[config.mk]
export PLATFORM = sky130hd
export DESIGN_NAME = ctrl_fsm
export DESIGN_NICKNAME = d
export VERILOG_FILES = /design/src/rtl/rv32i_pkg.sv /design/src/rtl/ctrl_decode.sv /design/src/rtl/ctrl_fsm.sv
export SDC_FILE = /design/constraint.sdc
export NUM_CORES = 1
export LEC_CHECK = 0
export BUFFER_PORTS_ARGS = -buffer_cell sky130_fd_sc_hd__buf_2
export CORE_UTILIZATION = 44
export DETAILED_ROUTE_END_ITERATION = 7
export PLACE_DENSITY = 0.75
export REMOVE_ABC_BUFFERS = 1
export SYNTH_ARGS = -nofsm -noshare
export SYNTH_HDL_FRONTEND = slang
export SYNTH_SLANG_ARGS = --single-unit
export TNS_END_PERCENT = 10
[constraint.sdc]
create_clock -name clk -period 1.7 [get_ports clk]
set_input_delay 0.255 -clock clk [delete_from_list [all_inputs] [get_ports clk]]
set_output_delay 0.255 -clock clk [all_outputs]
set_load 0.02 [all_outputs]
[src/rtl/rv32i_pkg.sv]
// RV32I shared definitions: opcodes, ALU codes, mux selects,
// instruction classes and control sequencer state encoding.
package rv32i_pkg;

    localparam logic [6:0] OPC_LUI    = 7'h37;
    localparam logic [6:0] OPC_AUIPC  = 7'h17;
    localparam logic [6:0] OPC_JAL    = 7'h6F;
    localparam logic [6:0] OPC_JALR   = 7'h67;
    localparam logic [6:0] OPC_BRANCH = 7'h63;
    localparam logic [6:0] OPC_LOAD   = 7'h03;
    localparam logic [6:0] OPC_STORE  = 7'h23;
    localparam logic [6:0] OPC_OP_IMM = 7'h13;
    localparam logic [6:0] OPC_OP     = 7'h33;
    localparam logic [6:0] OPC_FENCE  = 7'h0F;
    localparam logic [6:0] OPC_SYSTEM = 7'h73;

    localparam logic [3:0] ALU_ADD  = 4'd0;
    localparam logic [3:0] ALU_SUB  = 4'd1;
    localparam logic [3:0] ALU_SLL  = 4'd2;
    localparam logic [3:0] ALU_SLT  = 4'd3;
    localparam logic [3:0] ALU_SLTU = 4'd4;
    localparam logic [3:0] ALU_XOR  = 4'd5;
    localparam logic [3:0] ALU_SRL  = 4'd6;
    localparam logic [3:0] ALU_SRA  = 4'd7;
    localparam logic [3:0] ALU_OR   = 4'd8;
    localparam logic [3:0] ALU_AND  = 4'd9;

    localparam logic [1:0] WB_ALU  = 2'd0;
    localparam logic [1:0] WB_LOAD = 2'd1;
    localparam logic [1:0] WB_PC4  = 2'd2;
    localparam logic [1:0] WB_IMM  = 2'd3;

    localparam logic [1:0] PC_SEL_PLUS4  = 2'd0;
    localparam logic [1:0] PC_SEL_BRANCH = 2'd1;
    localparam logic [1:0] PC_SEL_JALR   = 2'd2;

    typedef enum logic [2:0] {
        S_FETCH      = 3'd0,
        S_FETCH_WAIT = 3'd1,
        S_DECODE     = 3'd2,
        S_EXECUTE    = 3'd3,
        S_MEM        = 3'd4,
        S_WRITEBACK  = 3'd5,
        S_TRAP       = 3'd6,
        S_HALT       = 3'd7
    } state_t;

    typedef enum logic [3:0] {
        CL_ALU, CL_LOAD, CL_STORE, CL_BRANCH, CL_FENCE,
        CL_SYSTEM, CL_JAL, CL_JALR, CL_LUI
    } iclass_t;

    // alt selects SUB/SRA (inst[30]) where the encoding allows it
    function automatic logic [3:0] alu_from_f3(input logic [2:0] f3,
                                               input logic alt);
        case (f3)
            3'd0:    return alt ? ALU_SUB : ALU_ADD;
            3'd1:    return ALU_SLL;
            3'd2:    return ALU_SLT;
            3'd3:    return ALU_SLTU;
            3'd4:    return ALU_XOR;
            3'd5:    return alt ? ALU_SRA : ALU_SRL;
            3'd6:    return ALU_OR;
            default: return ALU_AND;
        endcase
    endfunction

endpackage

[src/rtl/ctrl_decode.sv]
// Combinational RV32I decoder: ALU control, writeback select,
// instruction class and illegal-opcode flag.
module ctrl_decode
    import rv32i_pkg::*;
(
    input  logic [31:0] inst,
    output logic [3:0]  alu_op,
    output logic        alu_src_b,
    output logic [1:0]  wb_sel,
    output iclass_t     iclass,
    output logic        illegal
);

    logic [2:0] f3;
    logic       unused;

    assign f3     = inst[14:12];
    assign unused = ^{inst[31], inst[29:15], inst[11:7]};

    always_comb begin
        alu_op    = ALU_ADD;
        alu_src_b = 1'b1;
        wb_sel    = WB_ALU;
        iclass    = CL_ALU;
        illegal   = 1'b0;
        case (inst[6:0])
            OPC_OP_IMM: alu_op = alu_from_f3(f3, f3 == 3'd5 && inst[30]);
            OPC_OP: begin
                alu_src_b = 1'b0;
                alu_op    = alu_from_f3(f3, (f3 == 3'd0 || f3 == 3'd5)
                                            && inst[30]);
            end
            OPC_LUI: begin
                wb_sel = WB_IMM;
                iclass = CL_LUI;
            end
            OPC_AUIPC: iclass = CL_ALU;
            OPC_JAL: begin
                wb_sel = WB_PC4;
                iclass = CL_JAL;
            end
            OPC_JALR: begin
                wb_sel = WB_PC4;
                iclass = CL_JALR;
            end
            OPC_BRANCH: begin
                alu_src_b = 1'b0;
                alu_op    = ALU_SUB;
                iclass    = CL_BRANCH;
            end
            OPC_LOAD: begin
                wb_sel = WB_LOAD;
                iclass = CL_LOAD;
            end
            OPC_STORE:  iclass = CL_STORE;
            OPC_FENCE:  iclass = CL_FENCE;
            OPC_SYSTEM: iclass = CL_SYSTEM;
            default:    illegal = 1'b1;
        endcase
    end

endmodule

[src/rtl/ctrl_fsm.sv]
// Multi-cycle RV32I control sequencer: owns the instruction
// register and steps fetch/decode/execute/mem/writeback.
module ctrl_fsm
    import rv32i_pkg::*;
#(
    parameter logic [31:0] RESET_INST  = 32'h00000013,
    parameter int          MEM_TIMEOUT = 255
) (
    input  logic        clk,
    input  logic        rst,
    input  logic [31:0] imem_data,
    input  logic        dmem_ready,
    input  logic        branch_taken,
    output logic [31:0] inst,
    output logic        imem_req,
    output logic        regwr,
    output logic [3:0]  alu_op,
    output logic        alu_src_b,
    output logic        dmem_re,
    output logic        dmem_we,
    output logic [1:0]  wb_sel,
    output logic        pc_we,
    output logic [1:0]  pc_sel,
    output logic        trap,
    output logic        halted
);

    localparam int CW = $clog2(MEM_TIMEOUT + 1);

    state_t        state;
    logic [CW-1:0] cnt;
    logic [3:0]    d_alu;
    logic          d_src;
    logic [1:0]    d_wb;
    iclass_t       d_cls;
    logic          d_ill;
    logic          timeout;

    ctrl_decode u_dec (
        .inst      (inst),
        .alu_op    (d_alu),
        .alu_src_b (d_src),
        .wb_sel    (d_wb),
        .iclass    (d_cls),
        .illegal   (d_ill)
    );

    // last permitted MEM cycle is the one where cnt == MEM_TIMEOUT-1
    assign timeout = (cnt == CW'(MEM_TIMEOUT - 1));

    always_ff @(posedge clk) begin
        if (rst) begin
            state  <= S_FETCH;
            inst   <= RESET_INST;
            cnt    <= '0;
            trap   <= 1'b0;
            halted <= 1'b0;
        end else begin
            case (state)
                S_FETCH: state <= S_FETCH_WAIT;
                S_FETCH_WAIT: begin
                    inst  <= imem_data;
                    state <= S_DECODE;
                end
                S_DECODE: begin
                    if (d_ill) begin
                        state <= S_TRAP;
                        trap  <= 1'b1;
                    end else if (d_cls == CL_SYSTEM) begin
                        state  <= S_HALT;
                        halted <= 1'b1;
                    end else begin
                        state <= S_EXECUTE;
                    end
                end
                S_EXECUTE: begin
                    cnt <= '0;
                    case (d_cls)
                        CL_LOAD, CL_STORE:   state <= S_MEM;
                        CL_BRANCH, CL_FENCE: state <= S_FETCH;
                        default:             state <= S_WRITEBACK;
                    endcase
                end
                S_MEM: begin
                    cnt <= cnt + 1'b1;
                    if (dmem_ready) begin
                        state <= (d_cls == CL_LOAD) ? S_WRITEBACK : S_FETCH;
                    end else if (timeout) begin
                        state <= S_TRAP;
                        trap  <= 1'b1;
                    end
                end
                S_WRITEBACK: state <= S_FETCH;
                default:     state <= state;
            endcase
        end
    end

    always_comb begin
        imem_req  = (state == S_FETCH);
        regwr     = 1'b0;
        alu_op    = ALU_ADD;
        alu_src_b = 1'b0;
        dmem_re   = 1'b0;
        dmem_we   = 1'b0;
        wb_sel    = WB_ALU;
        pc_we     = 1'b0;
        pc_sel    = PC_SEL_PLUS4;
        if (state == S_EXECUTE || state == S_MEM || state == S_WRITEBACK) begin
            alu_op    = d_alu;
            alu_src_b = d_src;
        end
        case (state)
            S_EXECUTE: begin
                if (d_cls == CL_BRANCH) begin
                    pc_we  = 1'b1;
                    pc_sel = branch_taken ? PC_SEL_BRANCH : PC_SEL_PLUS4;
                end else if (d_cls == CL_FENCE) begin
                    pc_we = 1'b1;
                end
            end
            S_MEM: begin
                dmem_re = (d_cls == CL_LOAD);
                dmem_we = (d_cls == CL_STORE);
                pc_we   = dmem_ready && (d_cls == CL_STORE);
            end
            S_WRITEBACK: begin
                regwr  = 1'b1;
                pc_we  = 1'b1;
                wb_sel = d_wb;
                if (d_cls == CL_JAL)
                    pc_sel = PC_SEL_BRANCH;
                else if (d_cls == CL_JALR)
                    pc_sel = PC_SEL_JALR;
            end
            default: ;
        endcase
    end

endmodule

-- Word-level counts from Yosys, hierarchy flattened
Cells that the tools add are included.
- bits in registers: 45
- output and inout port bits: 48
- logic and storage cells: 95
- $add $sub $neg: 1
- equality and inequality tests: 34
- muxes and demuxes: 36
- reduce and logical (&&, ||, !) cells: 19
- operators with widths (kind ; count):
    case mux 4 bit (7 select lines) ; 2
    case mux 4 bit (8 select lines) ; 1
    == test 7 bit (second input constant) ; 4
    == test 7 x 6 -> 1 bit (second input constant) ; 3
    case mux 3 bit (6 select lines) ; 1
    == test 4 x 3 -> 1 bit (second input constant) ; 4
    2-to-1 mux 1 bit ; 16
    case mux 8 bit (2 select lines) ; 1
    == test 3 bit (second input constant) ; 5
    2-to-1 mux 3 bit ; 5
    == test 7 x 5 -> 1 bit (second input constant) ; 2
    == test 3 x 2 -> 1 bit (second input constant) ; 4
    case mux 4 bit (3 select lines) ; 1
    OR reduction 11 bit ; 1
    adder 8 x 1 -> 8 bit (second input constant) ; 1
    == test 4 x 2 -> 1 bit (second input constant) ; 2
    == test 8 bit (second input constant) ; 1
    OR reduction 2 bit ; 4
    == test 7 x 2 -> 1 bit (second input constant) ; 1
    == test 7 x 4 -> 1 bit (second input constant) ; 1
    == test 3 x 1 -> 1 bit (second input constant) ; 2
    logical NOT 3 bit ; 2
    2-to-1 mux 2 bit ; 3
    inequality test 2 bit (second input constant) ; 3
    other kinds (15) ; 20

-- Logic depth before layout (Yosys ltp)
- depth in word-level cells: 7
- depth in mapped cells: 7

-- Modules after synthesis
Synthesis repeated with hierarchy kept, for this count alone.
- cells, all modules: 309
- area, all modules: 2347.3 sq um
- modules (own cells, without submodules) (module ; instances ; cells an instance ; area an instance (sq um)):
    ctrl_fsm ; 1 ; 259 ; 2008.2
    ctrl_decode ; 1 ; 50 ; 339.1

-- Worst setup path after synthesis
Ideal clock, no wire load.
- path type: reg2out
- from: register inst[5]
- to: output port pc_we
- arrival time: 1569 ps
- slack: -124 ps
- cell stages (with the launch flop): 7
- path buffers: 1
- path through: dfxtp_1 clkbuf_1 nor3b_1 nand2_1 o21ai_0 o21ai_0 nand2_1
- cells in the longest elaborated chain, start to end: 6
- elaborated cells on any way between the ends: 16
- classes of those cells: eq/ne (11); mux (4); reduce/logical (1)
- RTL lines (item ; RTL line ; RTL):
    start, declared ; ctrl_fsm.sv:14 ; output logic [31:0] inst,
    start signal, assigned ; ctrl_fsm.sv:62 ; inst <= imem_data;
    == test 7 bit, or another cell as far along ; ctrl_decode.sv:26 ; case (inst[6:0])
    case mux 4 bit (8 select lines) (*) ; ctrl_decode.sv:26 ;
    == test 4 x 3 -> 1 bit ; ctrl_fsm.sv:118 ; end else if (d_cls == CL_FENCE) begin
    2-to-1 mux 1 bit ; ctrl_fsm.sv:118 ;
    2-to-1 mux 1 bit ; ctrl_fsm.sv:115 ; if (d_cls == CL_BRANCH) begin
    case mux 1 bit (3 select lines) (*) ; ctrl_fsm.sv:113 ; case (state)
    end, declared ; ctrl_fsm.sv:22 ; output logic pc_we,
Every way passes the cells marked *; elsewhere a longest branch is shown, timed or not.

-- Worst setup path in the final report
- from: register inst[3]
- to: output port pc_we
Same word-level chain as after synthesis.

==> out/results.ini <==
[grt]
antenna_found_initial=0
grt_pass1_vias=2226
grt_max_degree=33
grt_pass1_wl_microns=9720
overflow=0
groute.usage.overall=0.226

[placed_design]
gp_congestion=0.840
numPortBuffers=83
pre_cts_slack_ps=-38.9
place.detailed.hpwl_microns=4380

[route]
vias=2594
wire_per_inst_microns=13.7
drc=0
drt_first_iter_violations=229
vias_per_cell=5.43
first_pass_iters=5
drtAntennaViolNets=0
drt_wl_total_microns=6570

[finish]
multi_input_area_sq_mm=0.00137
final_nets=451
fin_util=0.666
fillers=401
seq_area_sq_um=920
syn_to_final_growth_pct=41.7
diodes=0
drive_above_1_share=0.392

[run_status]
status=complete, but fails checks
violations=negative setup slack

[setup_path]
cp.arrival_ps=1620
r2r_slack_ps=-10
path_buf_inv=2
path_common_cell=buf_4
end_kind=primary output
cp_max_fo=10
r2r-start=state[2]$_SDFFE_PP0P_
crit_start=inst[3]$_SDFFE_PP0P_
worstSetupStartpointType=flop
r2r-end=state[0]$_SDFFE_PP0P_
path_class=flop to primary output
required_ps=1440
worst-r2r-cell-count=5
critPathMaxStageDelay_ps=340
slowest_stage=dfxtp_2
path_cells=buf_4 > nor2_1 > a31oi_1 > nor3_2 > o21ai_1 > nand2_1 > buf_4
critical-path-top-delay-family=simple AND/OR/NAND/NOR gates

[clock_tree]
clkLatencyLatePin_ps=300
cts_tree=yes
cts_sinks=45
clk_pin_slew_ps=70
cts_buffer_depth=2
cts.htree.levels=2
cts_hold_buf=0
cts_root_buf=clkbuf_8
numCtsBuffers=5

[die]
die_x_microns=74.0
die_area_sq_mm=0.00547
ios=84
start_util=0.470
die_h_microns=74.0
fp-row-count=25
core-area_sq_mm=0.00485

[hold_path]
min_path_cells=3
hold_class=input pin to flop
hold_path_end=inst[0]$_SDFFE_PP1P_
min-delay-start=imem_data[0]

[synth]
synth_cell_types=49
async_flop_share=0
synthFlopType=dfxtp_1
syn_inst=308
syn_area_sq_mm=0.00228
ys_seq_area_frac=0.395
yosysWarnings=0
ys_ff_latch=45
synth_edf_count=0
syn_area_per_cell_sq_um=7.40

[sta]
fmax_mhz=533
hold_violations=0
max_slew_margin=0.636
timing.final.ws_setup_ps=-176
tightest_slew_ps=546
min_period_ps=1880
rsz0062_at_grt=true
slew_violations=0
clock_skew_ps=7.37
period_share=1.10
report.final.setup_viol=10

[run]
drv_cap=0

[power_and_ir_drop]
leakage_nw=1.43
vdd_drop_max_mv=0.793
powerDensity_mw_per_mm2=1430

layout make-up:
| class | count | share of cell area |
|---|---|---|
| clock buffer | 5 | 0.0213 |
| tap | 67 | 0.0260 |
| multi-input combinational | 236 | 0.426 |
| timing repair buffer | 117 | 0.224 |
| clock inverter | 2 | 0.0109 |
| inverter | 6 | 0.00698 |
| sequential | 45 | 0.285 |
stage by stage:
stage               power, mW  cell area [sq um]  instances  hold WS, ps  TNS, ps
floorplan                2.75               2180        287          324   -29350
global placement         3.49               2880        463          439        0
detailed placement       3.55               2880        463          443    -69.5
CTS                      4.48               3130        476          165     -997
global route             4.90               3230        478          170    -1910
finish                   4.62               3230        478          167     -967
cells by family (layout without fill, tap and decap cells):
group           Yosys count  count (layout)  share of synthesized area
compound gates           68              68                      0.175
xor+xnor                  1               1                    0.00384
flops                    45              45                      0.395
fa+ha+maj                 4               4                     0.0220
buf+inv                  27             130                     0.0538
mux                       3               3                     0.0137
simple gates            160             160                      0.336
how the worst max path moves through the flow:
stage                            end  slack, ps  depth (start not counted)
2_1_floorplan  state[1]$_SDFFE_PP0P_      -1030                          4
3_3_place_gp                   pc_we          2                          7
6_report                       pc_we       -180                          7
4_1_cts                    alu_op[2]       -130                          5
5_1_grt                        pc_we       -280                          7
3_5_place_dp   state[0]$_SDFFE_PP0P_        -40                          5
state kept, by name (all words and copies together), names as in the netlist:
name and flops:
cnt 8, halted 1, inst 32, trap 1, state 3
power by group:
group | switching, mW | leakage [nW] | internal, mW
Clock | 0.357 | 0.0540 | 0.428
Combinational | 1.36 | 1.00 | 0.899
Sequential | 0.261 | 0.371 | 1.32
worst reg2reg max path: cells and delay by family (launching register included):
kind | cells | cell delay [ps]
buffers and inverters | 1 | 140
AO/OA/AOI/OAI | 2 | 490
flip-flops | 1 | 350
AND/OR/NAND/NOR | 2 | 630
cells in the mapped netlist (2+ instances only):
cell | instances | share of area
a211oi_1 | 2 | 0.0066
a21oi_1 | 42 | 0.092
a31oi_1 | 3 | 0.0082
and3_1 | 3 | 0.0082
buf_6 | 2 | 0.0099
clkbuf_1 | 16 | 0.026
dfxtp_1 | 45 | 0.40
ha_1 | 4 | 0.022
inv_1 | 6 | 0.0099
mux2i_1 | 2 | 0.0088
nand2_1 | 82 | 0.14
nand2b_1 | 5 | 0.014
nand3_1 | 6 | 0.013
nand3b_1 | 4 | 0.013
nor2_1 | 27 | 0.044
nor2b_1 | 2 | 0.0055
nor3_1 | 10 | 0.022
nor3b_1 | 3 | 0.0099
o21a_1 | 2 | 0.0066
o21ai_0 | 8 | 0.018
or2_2 | 2 | 0.0055
or3_1 | 3 | 0.0082
or3b_1 | 3 | 0.012
repair_timing:
action,CTS,global route
pin swaps,10,10
setup buffers,6,2
endpoints found under the setup margin,14,19
resized for setup,39,22
endpoints found under the hold margin,0,0
layout by cell type, fill, tap and decap left out, types with 4 or more instances in the layout:
cell and n:
a21oi_1 41, buf_4 38, clkbuf_8 5, ha_1 4, buf_6 7, nand2_1 79
nand3b_1 4, nor2_1 21, buf_2 72, nand2b_1 4, dfxtp_2 6, nand3_1 5
nor3_1 8, inv_1 6, dfxtp_1 36, o21ai_0 5
layer usage:
layer  up-vias  routed length (microns)  share of wire  track usage
met3        22                      439          0.067       0.0610
met2       115                     3070           0.47        0.380
met1      1204                     2880           0.44        0.286
met5         -                        0              0            0
li1       1253                        -              -            -
met4         0                      176          0.027       0.0641
Power figures use the tool's default switching activity.
